### src/rtl/quad_or_self_test_ctrl.sv
// ---------------------------------------------------------------------------
// quad_or_self_test_ctrl
//
// Built-in self-test sequencer for one quad 2-input OR gate package. Drives
// all four channels through every {a,b} combination, waits a settle window
// after each vector, compares every Y output against a|b and reports sticky
// per-channel faults behind a start/busy/done handshake.
//
// Channel k is fed v = (vec_idx + k) mod 4 with {a,b} = v, so neighbouring
// channels never carry identical inputs and shorted outputs show up.
//
// Parameters:
//   SETTLE_CYCLES  cycles spent in SETTLE after each vector (0..255)
//   LOOPS          full 4-vector passes per run (1..15)
//
// Ports:
//   clk        system clock, rising edge
//   reset      asynchronous, active-high reset
//   start      run request, sampled only in IDLE
//   busy       high while a run is in progress
//   done       one-cycle pulse at the end of a run
//   pass       result of the last run (1 = no channel failed)
//   a_out      channel a inputs to the gate (bit k = channel k+1)
//   b_out      channel b inputs to the gate
//   y_in       gate outputs Y1..Y4 (bit k = Y(k+1))
//   fail_mask  sticky per-channel mismatch flags
//   vec_idx    current vector index (debug)
//   fail_vec   vector index of the first failing CHECK
//              (only when QUAD_OR_ABORT_ON_FAIL_EN is defined)
//
// Optional feature macro: QUAD_OR_ABORT_ON_FAIL_EN
//   defined   -> the first failing CHECK ends the run immediately and its
//                vector index is captured on fail_vec
//   undefined -> every run covers all LOOPS*4 vectors
// ---------------------------------------------------------------------------
module quad_or_self_test_ctrl #(
   parameter int SETTLE_CYCLES = 2,
   parameter int LOOPS         = 1
) (
   input  logic       clk,
   input  logic       reset,
   input  logic       start,
   output logic       busy,
   output logic       done,
   output logic       pass,
   output logic [3:0] a_out,
   output logic [3:0] b_out,
   input  logic [3:0] y_in,
   output logic [3:0] fail_mask,
`ifdef QUAD_OR_ABORT_ON_FAIL_EN
   output logic [1:0] fail_vec,
`endif
   output logic [1:0] vec_idx
);

   localparam logic [7:0] SETTLE_INIT = 8'(SETTLE_CYCLES);
   localparam logic [3:0] LOOP_LAST   = 4'(LOOPS - 1);

   typedef enum logic [2:0] {
      S_IDLE,
      S_APPLY,
      S_SETTLE,
      S_CHECK,
      S_DONE
   } state_t;

   state_t     state;
   logic [7:0] settle_cnt;
   logic [3:0] loop_cnt;

   // Index of the vector about to be applied. The outputs are loaded on the
   // edge that enters APPLY so they are stable across APPLY..CHECK.
   logic [1:0] next_idx;
   logic [3:0] a_map;
   logic [3:0] b_map;
   logic [3:0] mism;
   logic [3:0] mask_upd;

   always_comb begin
      next_idx = 2'd0;
      if (state == S_CHECK) begin
         next_idx = vec_idx + 2'd1;   // wraps 3 -> 0 for the next loop
      end
   end

   genvar gi;
   generate
      for (gi = 0; gi < 4; gi++) begin : g_ch
         logic [1:0] v;
         assign v         = next_idx + 2'(gi);
         assign a_map[gi] = v[1];
         assign b_map[gi] = v[0];
         // Compare against the inputs currently driven to this channel.
         assign mism[gi]  = y_in[gi] ^ (a_out[gi] | b_out[gi]);
      end
   endgenerate

   assign mask_upd = fail_mask | mism;

   always_ff @(posedge clk or posedge reset) begin
      if (reset) begin
         state      <= S_IDLE;
         busy       <= 1'b0;
         done       <= 1'b0;
         pass       <= 1'b0;
         a_out      <= 4'd0;
         b_out      <= 4'd0;
         fail_mask  <= 4'd0;
         vec_idx    <= 2'd0;
         loop_cnt   <= 4'd0;
         settle_cnt <= 8'd0;
`ifdef QUAD_OR_ABORT_ON_FAIL_EN
         fail_vec   <= 2'd0;
`endif
      end else begin
         done <= 1'b0;
         case (state)
            S_IDLE: begin
               if (start) begin
                  fail_mask <= 4'd0;
                  pass      <= 1'b0;
                  vec_idx   <= 2'd0;
                  loop_cnt  <= 4'd0;
                  busy      <= 1'b1;
                  a_out     <= a_map;
                  b_out     <= b_map;
`ifdef QUAD_OR_ABORT_ON_FAIL_EN
                  fail_vec  <= 2'd0;
`endif
                  state     <= S_APPLY;
               end
            end

            S_APPLY: begin
               settle_cnt <= SETTLE_INIT;
               if (SETTLE_INIT != 8'd0) begin
                  state <= S_SETTLE;
               end else begin
                  state <= S_CHECK;
               end
            end

            S_SETTLE: begin
               // Counter was loaded with SETTLE_CYCLES; leaving when it reads
               // 1 gives exactly SETTLE_CYCLES cycles in this state.
               settle_cnt <= settle_cnt - 8'd1;
               if (settle_cnt <= 8'd1) begin
                  state <= S_CHECK;
               end
            end

            S_CHECK: begin
               fail_mask <= mask_upd;
`ifdef QUAD_OR_ABORT_ON_FAIL_EN
               if (mism != 4'd0) begin
                  fail_vec <= vec_idx;
                  state    <= S_DONE;
               end else
`endif
               if (vec_idx != 2'd3) begin
                  vec_idx <= next_idx;
                  a_out   <= a_map;
                  b_out   <= b_map;
                  state   <= S_APPLY;
               end else if (loop_cnt < LOOP_LAST) begin
                  loop_cnt <= loop_cnt + 4'd1;
                  vec_idx  <= next_idx;
                  a_out    <= a_map;
                  b_out    <= b_map;
                  state    <= S_APPLY;
               end else begin
                  state <= S_DONE;
               end
            end

            S_DONE: begin
               // fail_mask already holds the result of the final CHECK.
               done  <= 1'b1;
               busy  <= 1'b0;
               pass  <= (fail_mask == 4'd0);
               a_out <= 4'd0;
               b_out <= 4'd0;
               state <= S_IDLE;
            end

            default: begin
               state <= S_IDLE;
               busy  <= 1'b0;
            end
         endcase
      end
   end

endmodule

### config.mk
export PLATFORM = sky130hd
export DESIGN_NAME = quad_or_self_test_ctrl
export DESIGN_NICKNAME = d
export VERILOG_FILES = /design/src/rtl/quad_or_self_test_ctrl.sv
export SDC_FILE = /design/constraint.sdc
export NUM_CORES = 1
export LEC_CHECK = 0
export CORE_UTILIZATION = 51
export DETAILED_ROUTE_END_ITERATION = 8
export GPL_TIMING_DRIVEN = 0
export PLACE_DENSITY = 0.83
export SLEW_MARGIN = 40
export SYNTH_ARGS = -nofsm -noshare
export SYNTH_HDL_FRONTEND = slang
export SYNTH_SLANG_ARGS = --single-unit
### constraint.sdc
create_clock -name clk -period 2.1 [get_ports clk]
set_input_delay 0.42 -clock clk [delete_from_list [all_inputs] [get_ports clk]]
set_output_delay 0.42 -clock clk [all_outputs]
set_load 0.02 [all_outputs]
==> results of run 1 <==
cells in the final DEF (no fill, tap or decap), types with 4 or more instances in the layout:
master / synthesis / final
a21oi_1: 9 / 9
nor3_1: 4 / 4
mux2i_1: 5 / 5
dfrtp_1: 26 / 26
o21ai_0: 7 / 7
nor2_1: 8 / 8
nand2_1: 8 / 8
clkdlybuf4s50_1: 0 / 23
inv_1: 8 / 7
cells by family (layout without fill, tap and decap cells):
kind of cell | Yosys count | in the layout
AND/OR/NAND/NOR | 44 | 44
AO/OA/AOI/OAI | 33 | 33
flip-flops | 26 | 26
buffers and inverters | 16 | 43
multiplexers | 5 | 5
adder cells (fa/ha/maj) | 3 | 3
XOR/XNOR | 2 | 2
final cells by class:
cell class | count | area [µm²] | area share [%]
multi-input cells | 87 | 596.8 | 36.81
clock buffers | 4 | 36.28 | 2.238
plain buffers | 8 | 40.04 | 2.469
repair buffers | 23 | 230.2 | 14.20
well taps | 30 | 37.54 | 2.315
inverters | 8 | 30.03 | 1.852
flip-flops and latches | 26 | 650.6 | 40.12
sequential cells by signal, indices dropped and copies added (netlist names):
register / cells
done: 1
b_out: 2
settle_cnt: 8
state: 3
pass: 1
busy: 1
vec_idx: 2
a_out: 4
fail_mask: 4
power by group through the flow:
stage	registers [W]	clock network (W)	logic, W
final	0.000911	0.000255	0.00128
after global routing	0.000949	0.000275	0.00141
after CTS	0.000910	0.000262	0.00129
after detailed placement	0.000920	0	0.00128
after global placement	0.000896	0	0.00124
after floorplan	0.000985	0	0.000761
routing by layer:
metal,global-route usage [%],vias to the layer above,part of all wire [%]
met5,0,-,0
met4,7.895,0,0.68
met3,2.609,2,3.4
li1,-,520,-
met1,29.67,545,47
met2,39.03,21,49
critical path, stage by stage, from the launching register on:
cell	delay (ns)
dfrtp_1	0.50
buf_4	0.15
clkdlybuf4s50_1	0.59
per-stage QoR:
stage	instance area, µm²	power [W]
after floorplan	1318	0.001746
after global placement	1585	0.002132
after detailed placement	1585	0.002203
after CTS	1622	0.002458
after global routing	1622	0.002638
final	1622	0.002447
worst paths after layout:
| kind | end | cells after the start | start |
|---|---|---|---|
| hold / removal | vec_idx[1]$_DFFE_PP0P_ | 2 | reset |
| setup / recovery | b_out[3] | 2 | b_out[1]$_DFFE_PP0P_ |
| setup reg to reg | a_out[3]$_DFFE_PP0P_ | 4 | state[0]$_DFFE_PP0P_ |
| min in group clk | settle_cnt[5]$_DFFE_PP0N_ | 1 | settle_cnt[5]$_DFFE_PP0N_ |
| max in group asynchronous | settle_cnt[1]$_DFFE_PP0N_ | 2 | reset |
| hold reg to reg | settle_cnt[5]$_DFFE_PP0N_ | 1 | settle_cnt[5]$_DFFE_PP0N_ |
==> results.sh, run 1 <==
export IMPL_outcome="complete, no violations"
export IMPL_comb_power_share_pct=52.3
export IMPL_synth_compound_area_share_pct=17.28
export IMPL_synth_edff_count=0
export IMPL_cp_end_kind="primary output"
export IMPL_clk_path_buf_depth=2
export IMPL_io_pins=24
export IMPL_detailedRoute_firstIterationViolations=16
export IMPL_vdd_drop_max_mv=1.003
export IMPL_syn_to_final_growth_pct=23.08
export IMPL_placedCellCount=182
export IMPL_post_route_period_util_pct=94.09
export IMPL_power_leakage_nw=0.7430
export IMPL_async_flop_share_pct=100.0
export IMPL_setup_violations=0
export IMPL_synth_simple_area_share_pct=20.04
export IMPL_r2r_setup_slack_ns=0.39
export IMPL_switching_share_pct=41.74
export IMPL_synth_xor_area_share_pct=1.330
export IMPL_clock_sinks=26
export IMPL_drive_gt1_share_pct=8.974
export IMPL_vias_per_cell=5.849
export IMPL_synth_top_area_cell="dfrtp_1"
export IMPL_place_hpwl_mm=2.034
export IMPL_power_internal_w=0.001426
export IMPL_final_core_util_pct=66.05
export IMPL_cts_resized=0
export IMPL_sequentialPowerShare_pct=37.3
export IMPL_die_h_um=52.83
export IMPL_grt_antenna_before_repair=0
export IMPL_die_area_um2=2790
export IMPL_required_ns=1.68
export IMPL_drcViolationCount=0
export IMPL_maxCapViolations=0
export IMPL_max_slew_margin_pct=63.92
export IMPL_synth_top_family_by_area="simple AND/OR/NAND/NOR gates"
export IMPL_yosys_area_share_adder_pct=2.849
export IMPL_cp_arrival_ns=1.56
export IMPL_grt_pass1_wl_mm=4.664
export IMPL_syn_avg_cell_area_um2=10.21
export IMPL_numCtsBuffers=3
export IMPL_hp_class="input port to asynchronous set/reset pin"
export IMPL_cp_start_kind="flip-flop"
export IMPL_synth_nets=139
export IMPL_power_density_nw_per_um2=1509
export IMPL_yosysTopAreaCellShare_pct=49.38
export IMPL_grt_ovfl_total=0
export IMPL_synthTopCellsByCount="dfrtp_1, a21oi_1, inv_1, nand2_1, nor2_1"
export IMPL_yosys_warnings=0
export IMPL_rsz0062_at_grt="no"
export IMPL_cts_tree="built"
export IMPL_ctsHoldBuffers=0
export IMPL_finalCriticalPeriod_ns=1.976
export IMPL_stdcell_count=186
export IMPL_die_w_um=52.83
export IMPL_timing_fmax_mhz=506.1
export IMPL_skew_ns=0.002093
export IMPL_io_buffers=23
export IMPL_setup_ws_ns=0.1240
export IMPL_tns_ns=0
export IMPL_grt_max_degree=27
export IMPL_nets=167
export IMPL_p_clk_share_pct=10.4
export IMPL_ant_nets=0
export IMPL_wl_mm=2.790
export IMPL_syn_area_um2=1318
export IMPL_htreeDepth=1
export IMPL_cts_clk_slew_worst_paths_ns=0.14
export IMPL_synth_most_common_cell="dfrtp_1"
export IMPL_synth_seq_area_share_pct=49.38
export IMPL_n_fill_cell=213
export IMPL_ys_ff_latch=26
export IMPL_antennaDiodeCount=0
export IMPL_place_gp_congestion=0.7994
export IMPL_vias=1088
export IMPL_dp_slack_ns=0.03457
export IMPL_drtPass1Iterations=4
export IMPL_ys_top_cells_by_area="dfrtp_1, mux2i_1, a21oi_1, ha_1, o21ai_0"
export IMPL_rows=18
export IMPL_ys_flop_type="dfrtp_1"
export IMPL_post_cts_repair_setup_buffers=0
export IMPL_initial_core_util_pct=53.67
export IMPL_p_switching_w=0.001021
export IMPL_ys_types=39
export IMPL_core_um2=2455
export IMPL_finalHoldViolations=0
export IMPL_grtUsageTotal_pct=22.87
export IMPL_hold_ws_ns=0.4438
export IMPL_synthCells=129
export IMPL_path_class="flip-flop to primary output"
export IMPL_tightest_slew_ns=0.5404
export IMPL_grt_pass1_vias=1037
export IMPL_wire_per_inst_um=15.00
export IMPL_crit_fanout=7
export IMPL_synth_mux_area_share_pct=3.799
export IMPL_cts_root_buf="clkbuf_4"
export IMPL_report_final_slew_viol_count=0
export IMPL_clk_latency_ns=0.32
No activity file was read; power rests on OpenSTA's default activity.
==> run 2, diff against run 1 <==
Settings changed: CORE_MARGIN set to 10.
==> run 2 against run 1 <==
- final cell count unchanged
- global-route usage down 11 points
- first-iteration DRC count grew to 6.1 times the previous value
- clock skew about the same
- fmax grew 0.53%
- via count fell by 2.0%
- flip-flop and latch count unchanged
- die area grew 80%
- count of clock-buffer cells in the layout down 1
- combinational power about the same
- worst hold slack worse by 0.0052 ns
- largest cell class unchanged
==> results.sh, run 2 (same netlist as run 1, synthesis figures left out) <==
export IMPL_reg_top3="settle_cnt x8, a_out x4, fail_mask x4"
export IMPL_clk_latency_ns=0.32
export IMPL_grt_max_degree=27
export IMPL_layout_commonest_cell="dfrtp_1"
export IMPL_place_gp_congestion=0.8055
export IMPL_max_slew_margin_pct=64.80
export IMPL_timing_fmax_mhz=508.7
export IMPL_outcome="complete, no violations"
export IMPL_dp_slack_ns=0.02969
export IMPL_ant_nets=0
export IMPL_cts_resized=0
export IMPL_path_class="flip-flop to primary output"
export IMPL_place_hpwl_mm=2.191
export IMPL_top_register="settle_cnt"
export IMPL_drive_gt1_share_pct=8.974
export IMPL_antennaDiodeCount=0
export IMPL_cp_start_kind="flip-flop"
export IMPL_power_density_nw_per_um2=1545
export IMPL_tightest_slew_ns=0.5272
export IMPL_skew_ns=0.002244
export IMPL_wire_per_inst_um=15.41
export IMPL_drtPass1Iterations=4
export IMPL_syn_to_final_growth_pct=24.31
export IMPL_detailedRoute_firstIterationViolations=98
export IMPL_cts_clk_slew_worst_paths_ns=0.14
export IMPL_hp_class="input port to asynchronous set/reset pin"
export IMPL_clk_path_buf_depth=2
export IMPL_post_cts_repair_setup_buffers=0
export IMPL_core_um2=2477
export IMPL_cp_end_kind="primary output"
export IMPL_die_w_um=70.83
export IMPL_setup_ws_ns=0.1344
export IMPL_io_buffers=23
export IMPL_clock_sinks=26
export IMPL_setup_violations=0
export IMPL_vdd_drop_max_mv=1.010
export IMPL_post_route_period_util_pct=93.60
export IMPL_io_pins=24
export IMPL_cts_root_buf="clkbuf_4"
export IMPL_cp_arrival_ns=1.55
export IMPL_grt_antenna_before_repair=0
export IMPL_grt_ovfl_total=0
export IMPL_initial_core_util_pct=53.18
export IMPL_numCtsBuffers=3
export IMPL_mostFrequentLayoutCells="dfrtp_1, clkdlybuf4s50_1, a21oi_1"
export IMPL_drcViolationCount=0
export IMPL_crit_fanout=7
export IMPL_die_area_um2=5016
export IMPL_grt_pass1_vias=1066
export IMPL_ctsHoldBuffers=0
export IMPL_tns_ns=0
export IMPL_vias_per_cell=5.731
export IMPL_largest_reg_flops=8
export IMPL_grt_pass1_wl_mm=4.988
export IMPL_maxCapViolations=0
export IMPL_wl_mm=2.867
export IMPL_nets=167
export IMPL_power_leakage_nw=0.7499
export IMPL_report_final_slew_viol_count=0
export IMPL_finalHoldViolations=0
export IMPL_die_h_um=70.83
export IMPL_grtUsageTotal_pct=11.76
export IMPL_vias=1066
export IMPL_required_ns=1.68
export IMPL_finalCriticalPeriod_ns=1.966
export IMPL_htreeDepth=1
export IMPL_cts_tree="built"
export IMPL_rsz0062_at_grt="no"
export IMPL_rows=18
-- run 2: cell types whose count changed in the layout (fill, tap and decap cells not counted), sizes merged --
| cell | change |
|---|---|
| clkbuf | -1 |
| bufinv | +1 |
-- run 2: stage by stage --
step	util (%)	cell area (µm²)	instances	total power [W]	hold WS, ns
2_1_floorplan	-	1318	129	0.001746	0.4405
3_3_place_gp	63.99	1585	182	0.002147	0.4610
3_5_place_dp	63.99	1585	182	0.002209	0.4680
4_1_cts	66.11	1638	186	0.002552	0.4525
5_1_grt	66.11	1638	186	0.002735	0.4651
6_report	66.11	1638	186	0.002531	0.4386
-- run 2: metal layers --
layer  vias up  wire (µm)  GRT usage [%]
met5         -          0              0
met4         0         27          2.581
met3         4        139          4.324
met2        17       1478          21.07
met1       532       1222          12.87
li1        513          -              -
-- run 2: worst max-delay path, cell delays in order (launching register included) --
cell and delay, ns:
dfrtp_1 0.49, buf_4 0.15, clkdlybuf4s50_1 0.59
-- run 2: worst paths after layout --
check                           slack, ns  depth (start not counted)                       from                   endpoint
worst max-delay path                 0.13                          2       b_out[1]$_DFFE_PP0P_                   b_out[3]
worst min-delay path                 0.44                          2                      reset       b_out[1]$_DFFE_PP0P_
worst max register to register       0.43                          4       state[0]$_DFFE_PP0P_       a_out[3]$_DFFE_PP0P_
worst min register to register       0.48                          1  settle_cnt[7]$_DFFE_PP0N_  settle_cnt[7]$_DFFE_PP0N_
max in group asynchronous            1.31                          2                      reset  settle_cnt[1]$_DFFE_PP0N_
min in group clk                     0.48                          1  settle_cnt[7]$_DFFE_PP0N_  settle_cnt[7]$_DFFE_PP0N_
-- run 2: final cells by class --
cell class,instances,area (µm²)
well taps,30,37.54
repair buffers,23,230.2
inverters,8,30.03
clock buffers,3,22.52
multi-input cells,87,596.8
fillers,214,839.6
flip-flops and latches,26,650.6
clock inverters,1,30.03
plain buffers,8,40.04
-- run 2: report_power, final --
| part | switching, W | leakage, nW | total (W) | internal (W) |
|---|---|---|---|---|
| Sequential | 0.000215 | 0.329 | 0.000905 | 0.000690 |
| Clock | 0.000145 | 0.0279 | 0.000338 | 0.000193 |
| Combinational | 0.000658 | 0.393 | 0.00129 | 0.000630 |
